==> src/rtl/regfile_pkg.sv <==
// Shared constants and types for the 2-read / 1-write register file.
//   NREGS      : number of architectural registers (power of 2, >= 2)
//   DW         : data width, fixed at 32 so each entry is one reg32
//   AW         : address width derived from NREGS
//   reg_addr_t : register index type
//   reg_data_t : register value type
package regfile_pkg;

  localparam int NREGS = 8;
  localparam int DW    = 32;
  localparam int AW    = $clog2(NREGS);

  typedef logic [AW-1:0] reg_addr_t;
  typedef logic [DW-1:0] reg_data_t;

endpackage

==> src/rtl/reg32.sv <==
// Single 32-bit storage register.
// Ports:
//   clk   in   rising-edge clock
//   rst   in   asynchronous active-high reset, clears q to 0
//   set   in   synchronous set, forces q to all ones (has priority over we)
//   we    in   write enable
//   wdata in   value loaded when we=1
//   q     out  current register contents
module reg32 (
  input  logic        clk,
  input  logic        rst,
  input  logic        set,
  input  logic        we,
  input  logic [31:0] wdata,
  output logic [31:0] q
);

  logic [31:0] q_q;
  logic [31:0] q_d;

  always_comb begin
    q_d = q_q;
    if (set) begin
      q_d = '1;
    end else if (we) begin
      q_d = wdata;
    end
  end

  always_ff @(posedge clk or posedge rst) begin
    if (rst) begin
      q_q <= '0;
    end else begin
      q_q <= q_d;
    end
  end

  assign q = q_q;

endmodule

==> src/rtl/regfile_2r1w_sb.sv <==
// Register file with two registered read ports, one write port and a
// per-register ready scoreboard. r0 is hard-wired to zero and always ready.
// Ports:
//   clk, rst_n            clock, asynchronous active-low reset
//   wr_en/wr_addr/wr_data writeback: stores data and marks the register ready
//   alloc_en/alloc_addr   issue: marks the register busy (producer in flight)
//   rdX_en/rdX_addr       read request, X in {0,1}
//   rdX_data/rdX_rdy      read response, one cycle after the request
//   rdX_vld               response valid; data/rdy hold while vld=0
// Handshake: a request is accepted on every edge where rdX_en=1 (no
// backpressure); the response appears after the following edge with vld=1.
// Reads observe the state as it is after the request edge: a same-cycle
// write is bypassed and a same-cycle alloc clears the returned rdy.
module regfile_2r1w_sb
  import regfile_pkg::*;
(
  input  logic          clk,
  input  logic          rst_n,
  input  logic          wr_en,
  input  logic [AW-1:0] wr_addr,
  input  logic [DW-1:0] wr_data,
  input  logic          alloc_en,
  input  logic [AW-1:0] alloc_addr,
  input  logic          rd0_en,
  input  logic [AW-1:0] rd0_addr,
  output logic [DW-1:0] rd0_data,
  output logic          rd0_rdy,
  output logic          rd0_vld,
  input  logic          rd1_en,
  input  logic [AW-1:0] rd1_addr,
  output logic [DW-1:0] rd1_data,
  output logic          rd1_rdy,
  output logic          rd1_vld
);

  logic      rst;
  reg_data_t entry [NREGS];

  logic [NREGS-1:0] ready_q;
  logic [NREGS-1:0] ready_d;

  reg_data_t rd0_data_q, rd0_data_d;
  reg_data_t rd1_data_q, rd1_data_d;
  logic      rd0_rdy_q, rd0_rdy_d;
  logic      rd1_rdy_q, rd1_rdy_d;
  logic      rd0_vld_q, rd1_vld_q;

  logic wr_live;
  logic alloc_live;

  assign rst        = ~rst_n;
  assign wr_live    = wr_en && (wr_addr != '0);
  assign alloc_live = alloc_en && (alloc_addr != '0);

  // Storage: entry 0 is constant zero, 1..NREGS-1 are reg32 instances.
  assign entry[0] = '0;

  for (genvar i = 1; i < NREGS; i++) begin : g_entry
    reg32 u_reg (
      .clk   (clk),
      .rst   (rst),
      .set   (1'b0),
      .we    (wr_en && (wr_addr == reg_addr_t'(i))),
      .wdata (wr_data),
      .q     (entry[i])
    );
  end

  // Scoreboard next state. Alloc is applied after write so that a newer
  // producer claiming the register in the same cycle leaves it busy.
  always_comb begin
    ready_d = ready_q;
    if (wr_live) begin
      ready_d[wr_addr] = 1'b1;
    end
    if (alloc_live) begin
      ready_d[alloc_addr] = 1'b0;
    end
    ready_d[0] = 1'b1;
  end

  always_ff @(posedge clk or negedge rst_n) begin
    if (!rst_n) begin
      ready_q <= '1;
    end else begin
      ready_q <= ready_d;
    end
  end

  // Read muxes with write bypass; rdy is taken from the post-update
  // scoreboard so both bypass and same-cycle alloc are covered.
  always_comb begin
    rd0_data_d = entry[rd0_addr];
    if (wr_live && (wr_addr == rd0_addr)) begin
      rd0_data_d = wr_data;
    end
    rd0_rdy_d = ready_d[rd0_addr];

    rd1_data_d = entry[rd1_addr];
    if (wr_live && (wr_addr == rd1_addr)) begin
      rd1_data_d = wr_data;
    end
    rd1_rdy_d = ready_d[rd1_addr];
  end

  always_ff @(posedge clk or negedge rst_n) begin
    if (!rst_n) begin
      rd0_data_q <= '0;
      rd0_rdy_q  <= 1'b0;
      rd0_vld_q  <= 1'b0;
      rd1_data_q <= '0;
      rd1_rdy_q  <= 1'b0;
      rd1_vld_q  <= 1'b0;
    end else begin
      rd0_vld_q <= rd0_en;
      rd1_vld_q <= rd1_en;
      if (rd0_en) begin
        rd0_data_q <= rd0_data_d;
        rd0_rdy_q  <= rd0_rdy_d;
      end
      if (rd1_en) begin
        rd1_data_q <= rd1_data_d;
        rd1_rdy_q  <= rd1_rdy_d;
      end
    end
  end

  assign rd0_data = rd0_data_q;
  assign rd0_rdy  = rd0_rdy_q;
  assign rd0_vld  = rd0_vld_q;
  assign rd1_data = rd1_data_q;
  assign rd1_rdy  = rd1_rdy_q;
  assign rd1_vld  = rd1_vld_q;

endmodule

==> config.mk <==
export PLATFORM = sky130hd
export DESIGN_NAME = regfile_2r1w_sb
export DESIGN_NICKNAME = d
export VERILOG_FILES = /design/src/rtl/regfile_pkg.sv /design/src/rtl/reg32.sv /design/src/rtl/regfile_2r1w_sb.sv
export SDC_FILE = /design/constraint.sdc
export NUM_CORES = 1
export LEC_CHECK = 0
export ABC_CLOCK_PERIOD_IN_PS = 2850
export CAP_MARGIN = 10
export CORE_ASPECT_RATIO = 0.75
export CORE_MARGIN = 2
export CORE_UTILIZATION = 50
export CTS_CLUSTER_SIZE = 12
export DETAILED_ROUTE_END_ITERATION = 10
export GPL_TIMING_DRIVEN = 1
export HOLD_SLACK_MARGIN = 0.08
export PLACE_DENSITY_LB_ADDON = 0.1
export SETUP_SLACK_MARGIN = 0.05
export SLEW_MARGIN = 20
export SYNTH_ARGS = -nofsm -noshare
export SYNTH_HDL_FRONTEND = slang
export SYNTH_SLANG_ARGS = --single-unit
==> constraint.sdc <==
create_clock -name clk -period 2.85 [get_ports clk]
set_input_delay 0.57 -clock clk [delete_from_list [all_inputs] [get_ports clk]]
set_output_delay 0.57 -clock clk [all_outputs]
set_load 0.005 [all_outputs]
==> run summary, run 1 <==
The run finished with clean final reports. Once detail routing completed, the nets flagged for antenna violations numbered 0. The first global-routing pass estimated 68830 um of wire.

After detailed routing, the number of remaining DRC violations is 0. The net count of the finished layout is 1438. The logs give 46.3% for the sequential group share of total power and 30 for the CTS buffer count. After layout, the worst path uses 73.93% of the clock period. The number of synthesized register bits is 299.

For the static leakage, the log shows 7.755 nW. The area growth from synthesis to layout is 17.16%. Global routing used 27.44% of the available tracks across all layers. In this run the core area contains 55 standard-cell rows. For the count of mapped cells out of synthesis, the log shows 1320. The tools report the global placement routability congestion as 0.7843.

For the via count, the log shows 11030. The share of total power dissipated in combinational logic is 23.6%. The routed wire length per instance is 24.22 um, and the data arrival time at the worst-slack endpoint is 1540 ps. Grouping stages by cell kind, the critical path spends the most delay in buffers and inverters. For this run, the leading register cell type out of synthesis is dfrtp_1.

Internal power comes to 0.009056 W. The logs give 2280 ps for the data required time of the worst path and 1 for the maximum level of the CTS H-tree. In this run the worst path has a maximum fanout of 2.

Root buffer cell: clkbuf_16. TritonCTS built the clock tree. For the pin with the worst max-slew slack, the measured transition is 1075 ps. The number of nets handed over by synthesis was 1370. For this run the aggregate overflow at the end of global routing stands at 0. The tools report the number of cells upsized or downsized after cts as 0. The clock network is responsible for 30.1% of the overall power. In this run the tightest slew margin relative to its limit is 28.18%.

Final sum of negative setup slack: 0 ps. The run gives 0 as the buffer count from post-CTS setup fixing. The clock net in this run drives a total of 299 sinks.

The die covers 0.03235 mm^2. The number of global-route vias before repair is 11250, and the number of max-cap violations is 0. In this run the tool buffered the top-level ports with 117 buffer cells. For this run, the register share of the synthesized area comes to 48.46%.

The overall routed net length is 43690 um, and the unique cell type count in the Yosys netlist is 43. Netlist area before placement: 0.01546 mm^2. The run gives 570 ps as the worst-skew pair later-pin latency.

For the final-report max-slew violation count, the log shows 0. Leaving out fill and tap cells, the most frequent cells in the layout are 292 x dfrtp_1, 258 x nand2_1, 222 x mux2_2. Number of top-level design ports: 118.

For this run, the slowest stage of the critical path takes 540 ps. Async set-or-reset flop fraction in the synthesized netlist: 100.0%. Sorting the synthesized cells by area gives the leading types as dfrtp_1 47%, mux2_2 16%, mux4_2 9.3%.

Library cell occupying the most area in the post-synthesis netlist: dfrtp_1. The area of placed instances came out at 0.01720 mm^2. On the critical path, the stage with the largest delay is an instance of clkdlybuf4s50_1. The analysis attributes to net switching a power of 0.003430 W. During synthesis, Yosys emitted a total of 0 warnings. The class of the worst hold path was in2reg.

Summed over all nets, the half-perimeter wirelength after detailed placement is 27430 um. A synthesized cell averages 11.71 um^2. The logs give 51.05% for the effective utilization at floorplan and 0.01811 mm^2 for the cell area after layout. The core region is 0.03028 mm^2. The buffering stage count on the worst path with inverters included was 1.

Counting flops with a built-in enable in the synthesized netlist gives 0. The power density over the cells is 689.5 mW/mm^2. The clock passes through at most 3 buffers. The highest clock frequency the design can meet is 0.4746 GHz.

The total setup violations reported at the end of the flow was 0; the maximum resistive drop on vdd was 0.5125 mV. The width of the die is 207.0 um. The classification of the worst setup path was reg2out.

For the number of antenna violations at the first check in global routing, the log shows 2. Entering global routing, the biggest net connects 72 pins. The kind of end point of the critical path was a primary output. The total of fill cells in the finished design came out at 2496. In the routed layout, each cell is associated on average with a via count of 6.116.

The overall die height came out at 156.3 um. The final worst clock skew is 6.535 ps. After clock tree synthesis, the clock-pin slew on the worst setup and hold paths is 60 ps. The logs give 841 for the number of DRC markers in iteration 0 and 4 for the first-pass detailed-route iteration total. The cts-stage hold buffer count was 1. The worst path needs 2107 ps of the cycle, external delays included. The final number of hold-violating endpoints is 0. Setup repair after global routing left no endpoint under its margin.

The layout cell share with drive strength beyond 1 came out at 29.13%. The worst setup path is launched from a flip-flop. The signal on the critical path passes through clkdlybuf4s50_1. The footprint of the multi-input gates is 0.007367 mm^2. The library cell used most frequently in the layout, excluding fill and tap cells, is dfrtp_1. The switching portion of total power was 27.47%.

The sequential cells in the finished layout cover a total of 0.007491 mm^2. The share of the synthesized area in the top cell type is 47.27%.
cell type report:
type | count | area share (%)
clock buffer | 47 | 4.947
inverter | 6 | 0.1244
tap | 399 | 2.757
antenna | 1 | 0.01382
clock inverter | 1 | 0.02764
multi-input combinational | 872 | 40.68
timing repair buffer | 179 | 10.09
sequential | 299 | 41.36
synthesized netlist by cell type (3+ instances only):
| cell type | instances |
|---|---|
| dfrtp_1 | 292 |
| nand2_1 | 258 |
| mux2_2 | 222 |
| nor2b_1 | 71 |
| a221o_1 | 64 |
| mux4_2 | 64 |
| clkbuf_1 | 63 |
| a22oi_1 | 62 |
| o21ai_0 | 62 |
| buf_2 | 51 |
| buf_1 | 19 |
| buf_4 | 7 |
| dfstp_2 | 7 |
| nand4b_1 | 7 |
| inv_1 | 6 |
| nand4_1 | 6 |
| nor2_1 | 6 |
| o211ai_1 | 6 |
| xor2_1 | 4 |
| a211oi_1 | 3 |
| buf_6 | 3 |
| nor4bb_1 | 3 |
| o21a_1 | 3 |
cells by family (layout without fill, tap and decap cells):
kind of cell	count (synthesis)	after routing	share of synthesized area, %
XOR/XNOR	6	6	0.3400
buffers and inverters	149	233	4.347
multiplexers	288	288	25.63
other	0	1	0
AO/OA/AOI/OAI	215	215	10.50
AND/OR/NAND/NOR	363	363	10.73
flip-flops	299	299	48.46
metal layers:
layer	up-vias	track usage, %	wire length [um]
li1	4933	-	-
met5	-	0	13
met2	330	42.70	19840
met3	60	4.816	2668
met4	2	6.156	800
met1	5708	40.43	20360
power by group through the flow:
stage          Clock [W]  Combinational (W)  Sequential (W)
3_5_place_dp           0            0.00295         0.00583
4_1_cts          0.00383            0.00296         0.00577
2_1_floorplan          0            0.00193         0.00565
3_3_place_gp           0            0.00289         0.00578
5_1_grt          0.00402            0.00321         0.00590
6_report         0.00376            0.00295         0.00578
sequential cells by signal, summed over array words and instances (netlist names):
name / cells
g_entry.u_reg.q: 224
rd0_data: 32
rd1_vld: 1
ready_q: 7
rd0_vld: 1
rd1_data: 32
rd0_rdy: 1
rd1_rdy: 1
path summary, 6_finish.rpt:
kind	from	endpoint	depth (start not counted)	slack (ps)
max	rd0_data[30]	rd0_data[30]	1	740
max in group asynchronous	rst_n	g_entry[3].u_reg.q[9]	3	1550
min in group asynchronous	rst_n	rd0_data[5]	2	500
min	rd0_en	rd0_vld	1	350
max reg2reg	g_entry[1].u_reg.q[15]	rd0_data[15]	4	1230
min reg2reg	g_entry[5].u_reg.q[20]	g_entry[5].u_reg.q[20]	2	500
metrics by stage:
stage                     instances  util (%)  setup slack [ps]  hold slack (ps)  power [W]
after floorplan                1320         -             777.0            274.4   0.007579
after CTS                      1803     59.80             739.5            319.3    0.01256
after detailed placement       1754     56.79             229.6            478.2   0.008776
after global placement         1754     56.79             262.4            468.4   0.008669
after global routing           1804     59.81             713.5            332.8    0.01313
final                          1804     59.81             743.1            351.0    0.01249
Power figures use the tool's default switching activity.
==> inputs of run 2 (changes only) <==
ABC_CLOCK_PERIOD_IN_PS = 2120   (was 2850)
clock period = 2.12 ns   (was 2.85 ns; I/O delays follow)
==> run 2 against run 1 <==
  * Wire length grew 0.62%
  * Sequential share of layout area shrank 1.2 points
  * Clock power grew 39%
  * Register-to-register slack worse by 700 ps
  * Setup slack lost 610 ps
  * Combinational power is 37% higher
  * Via count rose by 2.5%
  * First-iteration DRC count grew 1.8%
  * Sequential power up 35%
  * Die area did not move
  * Power grew 37%
  * Final cell count up 2.4%
  * Largest cell class unchanged
  * Largest power group unchanged
==> run summary, run 2 (synthesis gave the netlist of run 1 again) <==
For the final-report max-slew violation count, the log shows 0 (unchanged). The run gives 76 (was 72) as the pin count of the biggest net entering global routing. The switching portion of total power was 27.50% (was 27.47%); the final critical delay including setup and external delays was 1990 ps.

The logs give 10.55 ps (was 6.535 ps) for the final worst clock skew and 11600 (was 11250) for the number of global-route vias before repair. The number of cells in the design after placement came out at 1794 (was 1754). Overall routed net length: 43960 um (was 43690 um).

Timing would allow up to 0.5024 GHz. The data required time of the worst path was 1700 ps (was 2280 ps); the number of DRC markers in iteration 0 was 856 (was 841). The tools report the CTS buffer count as 31 (was 30). The net switching component of the power is 0.004687 W (was 0.003430 W). The tools report the type of element launching the critical path as a flip-flop (unchanged).

The number of nets with antenna violations after detailed routing was 0 (unchanged); the total congestion overflow was 0 (unchanged). The placeable core region is 0.03028 mm^2 (unchanged). Setup repair after global routing left no endpoint under its margin.

The number of top-level design ports is 118 (unchanged), and the buffering stage count on the worst path with inverters included is 1 (unchanged). The largest stage delay on the critical path is 540 ps (about the same), and the routed wire length per instance is 23.79 um (was 24.22 um). Root buffer cell: clkbuf_16 (unchanged). Number of cells traversed by the worst register-to-register path: 4 (unchanged). The maximum number of buffers from clock root to sink is 3 (unchanged).

Classification of the worst setup path: reg2out (unchanged). The power density over the cells was 913.7 mW/mm^2 (was 689.5 mW/mm^2). The sink of the worst hold path is rd0_data[30] (was rd0_vld).

The placed wire-length estimate is 28450 um (was 27430 um), and the cell depth of the worst hold path is 3 (was 1). Share of the clock period used by the worst path: 93.89%. Worst reg2reg path startpoint: g_entry[7].u_reg.q[15] (was g_entry[1].u_reg.q[15]). The maximum level of the CTS H-tree is 1 (unchanged), and the footprint of the multi-input gates is 0.007367 mm^2 (unchanged). For the part of the total power dissipated in the clock network, the log shows 30.6% (was 30.1%). The run gives 0 (unchanged) as the buffer count from post-CTS setup fixing. The via count normalized by instance count works out to 6.119 (was 6.116). The total setup violations reported at the end of the flow was 0 (unchanged). The most common cell after layout, fill and taps aside is dfrtp_1 (unchanged). The flip-flop count of the largest register, all copies and words added came out at 224 (unchanged). The register cell area after layout is 0.007491 mm^2 (unchanged). Category of cells accounting for the largest share of critical-path delay: buffers and inverters (unchanged).

The tools report the kind of end point of the critical path as a primary output (unchanged). The tools report the reg-to-reg endpoint as rd0_data[15] (unchanged). The slowest cell on the critical path is clkdlybuf4s50_1 (unchanged).

The worst-skew pair later-pin latency was 580 ps (was 570 ps). The total of fill cells in the finished design is 2439 (was 2496). The synthesis-to-layout area growth is 20.68% (was 17.16%), and the layout cell share with drive strength beyond 1 is 31.35% (was 29.13%). The number of antenna violations at the first check in global routing is 1 (was 2).

Ordered list of cells on the worst path: clkdlybuf4s50_1 (unchanged). The final sum of negative setup slack was 0 ps (unchanged). For the final core utilization, the log shows 61.61% (was 59.81%).

The final number of hold-violating endpoints is 0 (unchanged), and the remaining max-slew budget at the tightest pin is 23.48% (was 28.18%). First-pass detailed-route iteration total: 5 (was 4). The tools report the setup slack of the worst register-to-register path as 530 ps (was 1230 ps). The width of the die was 207.0 um (unchanged); the overall die height was 156.3 um (unchanged).

The static leakage came out at 8.046 nW (was 7.755 nW). The worst hold margin was 289.8 ps (was 351.0 ps); the maximum fanout along the worst path was 2 (unchanged). Data arrival time at the worst-slack endpoint: 1570 ps (was 1540 ps). Clock slew at the register clock pins of the worst setup and hold paths: 60 ps (about the same).

For the net count of the finished layout, the log shows 1479 (was 1438). The standard-cell row count was 55 (unchanged). The proportion of power drawn by combinational gates is 23.7% (was 23.6%). The count of buffers inserted at the top-level ports is 117 (unchanged).

The run finished with clean final reports. Total global routing track utilization: 27.69% (was 27.44%). The sequential group share of total power is 45.7% (was 46.3%). Leading cell types in the layout, fill and taps excluded: 292 x dfrtp_1, 258 x nand2_1, 222 x mux2_2 (unchanged). For the effective utilization at floorplan, the log shows 51.05% (unchanged). The via count was 11310 (was 11030). The hold path startpoint is rd0_en (unchanged).

Post-route DRC violation count: 0 (unchanged). For the overall die area, the log shows 0.03235 mm^2 (unchanged). The run gives 0 (unchanged) as the number of max-cap violations.

TritonCTS built the clock tree. The tools report the global-route wire length before repair as 69600 um (was 68830 um). The global placement routability congestion was 0.8299 (was 0.7843). The tools report the filler-free cell count of the finished design as 1848 (was 1804). The transition time at the pin with the least slew margin works out to 1145 ps (was 1075 ps). The maximum resistive drop on vdd was 0.5875 mV (was 0.5125 mV); the TritonCTS sink count was 299 (unchanged). For the internal portion of total power, the log shows 0.01236 W (was 0.009056 W). The class of the worst hold path was in2reg (unchanged).
[run 2: layout make-up]
class,instances,area share (%)
Clock inverter,7,0.3555
Antenna cell,1,0.01341
Sequential cell,299,40.16
Timing Repair Buffer,219,12.48
Tap cell,399,2.676
Multi-Input combinational cell,872,39.49
Clock buffer,45,4.709
Inverter,6,0.1207
[run 2: per-layer routing]
| metal | routed length (um) | vias to the layer above | part of all wire (%) | track usage, % |
|---|---|---|---|---|
| li1 | - | 5011 | - | - |
| met3 | 2709 | 67 | 6.2 | 4.335 |
| met5 | 0 | - | 0 | 0 |
| met2 | 20240 | 406 | 46 | 43.70 |
| met1 | 20030 | 5824 | 46 | 40.16 |
| met4 | 979 | 0 | 2.2 | 7.619 |
[run 2: what timing repair did]
| item | 4_1_cts | 5_1_grt |
|---|---|---|
| hold buffers | 1 | 0 |
| gates resized for setup | 0 | 0 |
| hold endpoints to repair | 40 | 0 |
[run 2: worst max path at each step]
stage	slack (ps)	startpoint	cells past startpoint	to
floorplan	190	rd0_addr[2]	6	rd0_data[28]
global placement	-220	wr_en	7	rd0_data[25]
detailed placement	-260	wr_en	6	rd1_data[14]
CTS	120	rd1_data[15]	1	rd1_data[15]
global route	110	rd1_data[15]	1	rd1_data[15]
finish	130	rd1_data[15]	1	rd1_data[15]
[run 2: power groups by stage]
stage / Sequential, W / Clock, W / Combinational, W
2_1_floorplan: 0.00759 / 0 / 0.00259
3_3_place_gp: 0.00779 / 0 / 0.00395
3_5_place_dp: 0.00784 / 0 / 0.00405
4_1_cts: 0.00777 / 0.00532 / 0.00407
5_1_grt: 0.00794 / 0.00556 / 0.00441
6_report: 0.00778 / 0.00522 / 0.00404
[run 2: metrics by stage]
stage / instance area [um^2] / setup slack, ps / total power, W
global placement: 17700 / -218.3 / 0.01174
global route: 18650 / 108.5 / 0.01791
CTS: 18650 / 122.0 / 0.01715
detailed placement: 17700 / -263.6 / 0.01188
floorplan: 15460 / 193.0 / 0.01019
finish: 18650 / 129.5 / 0.01704
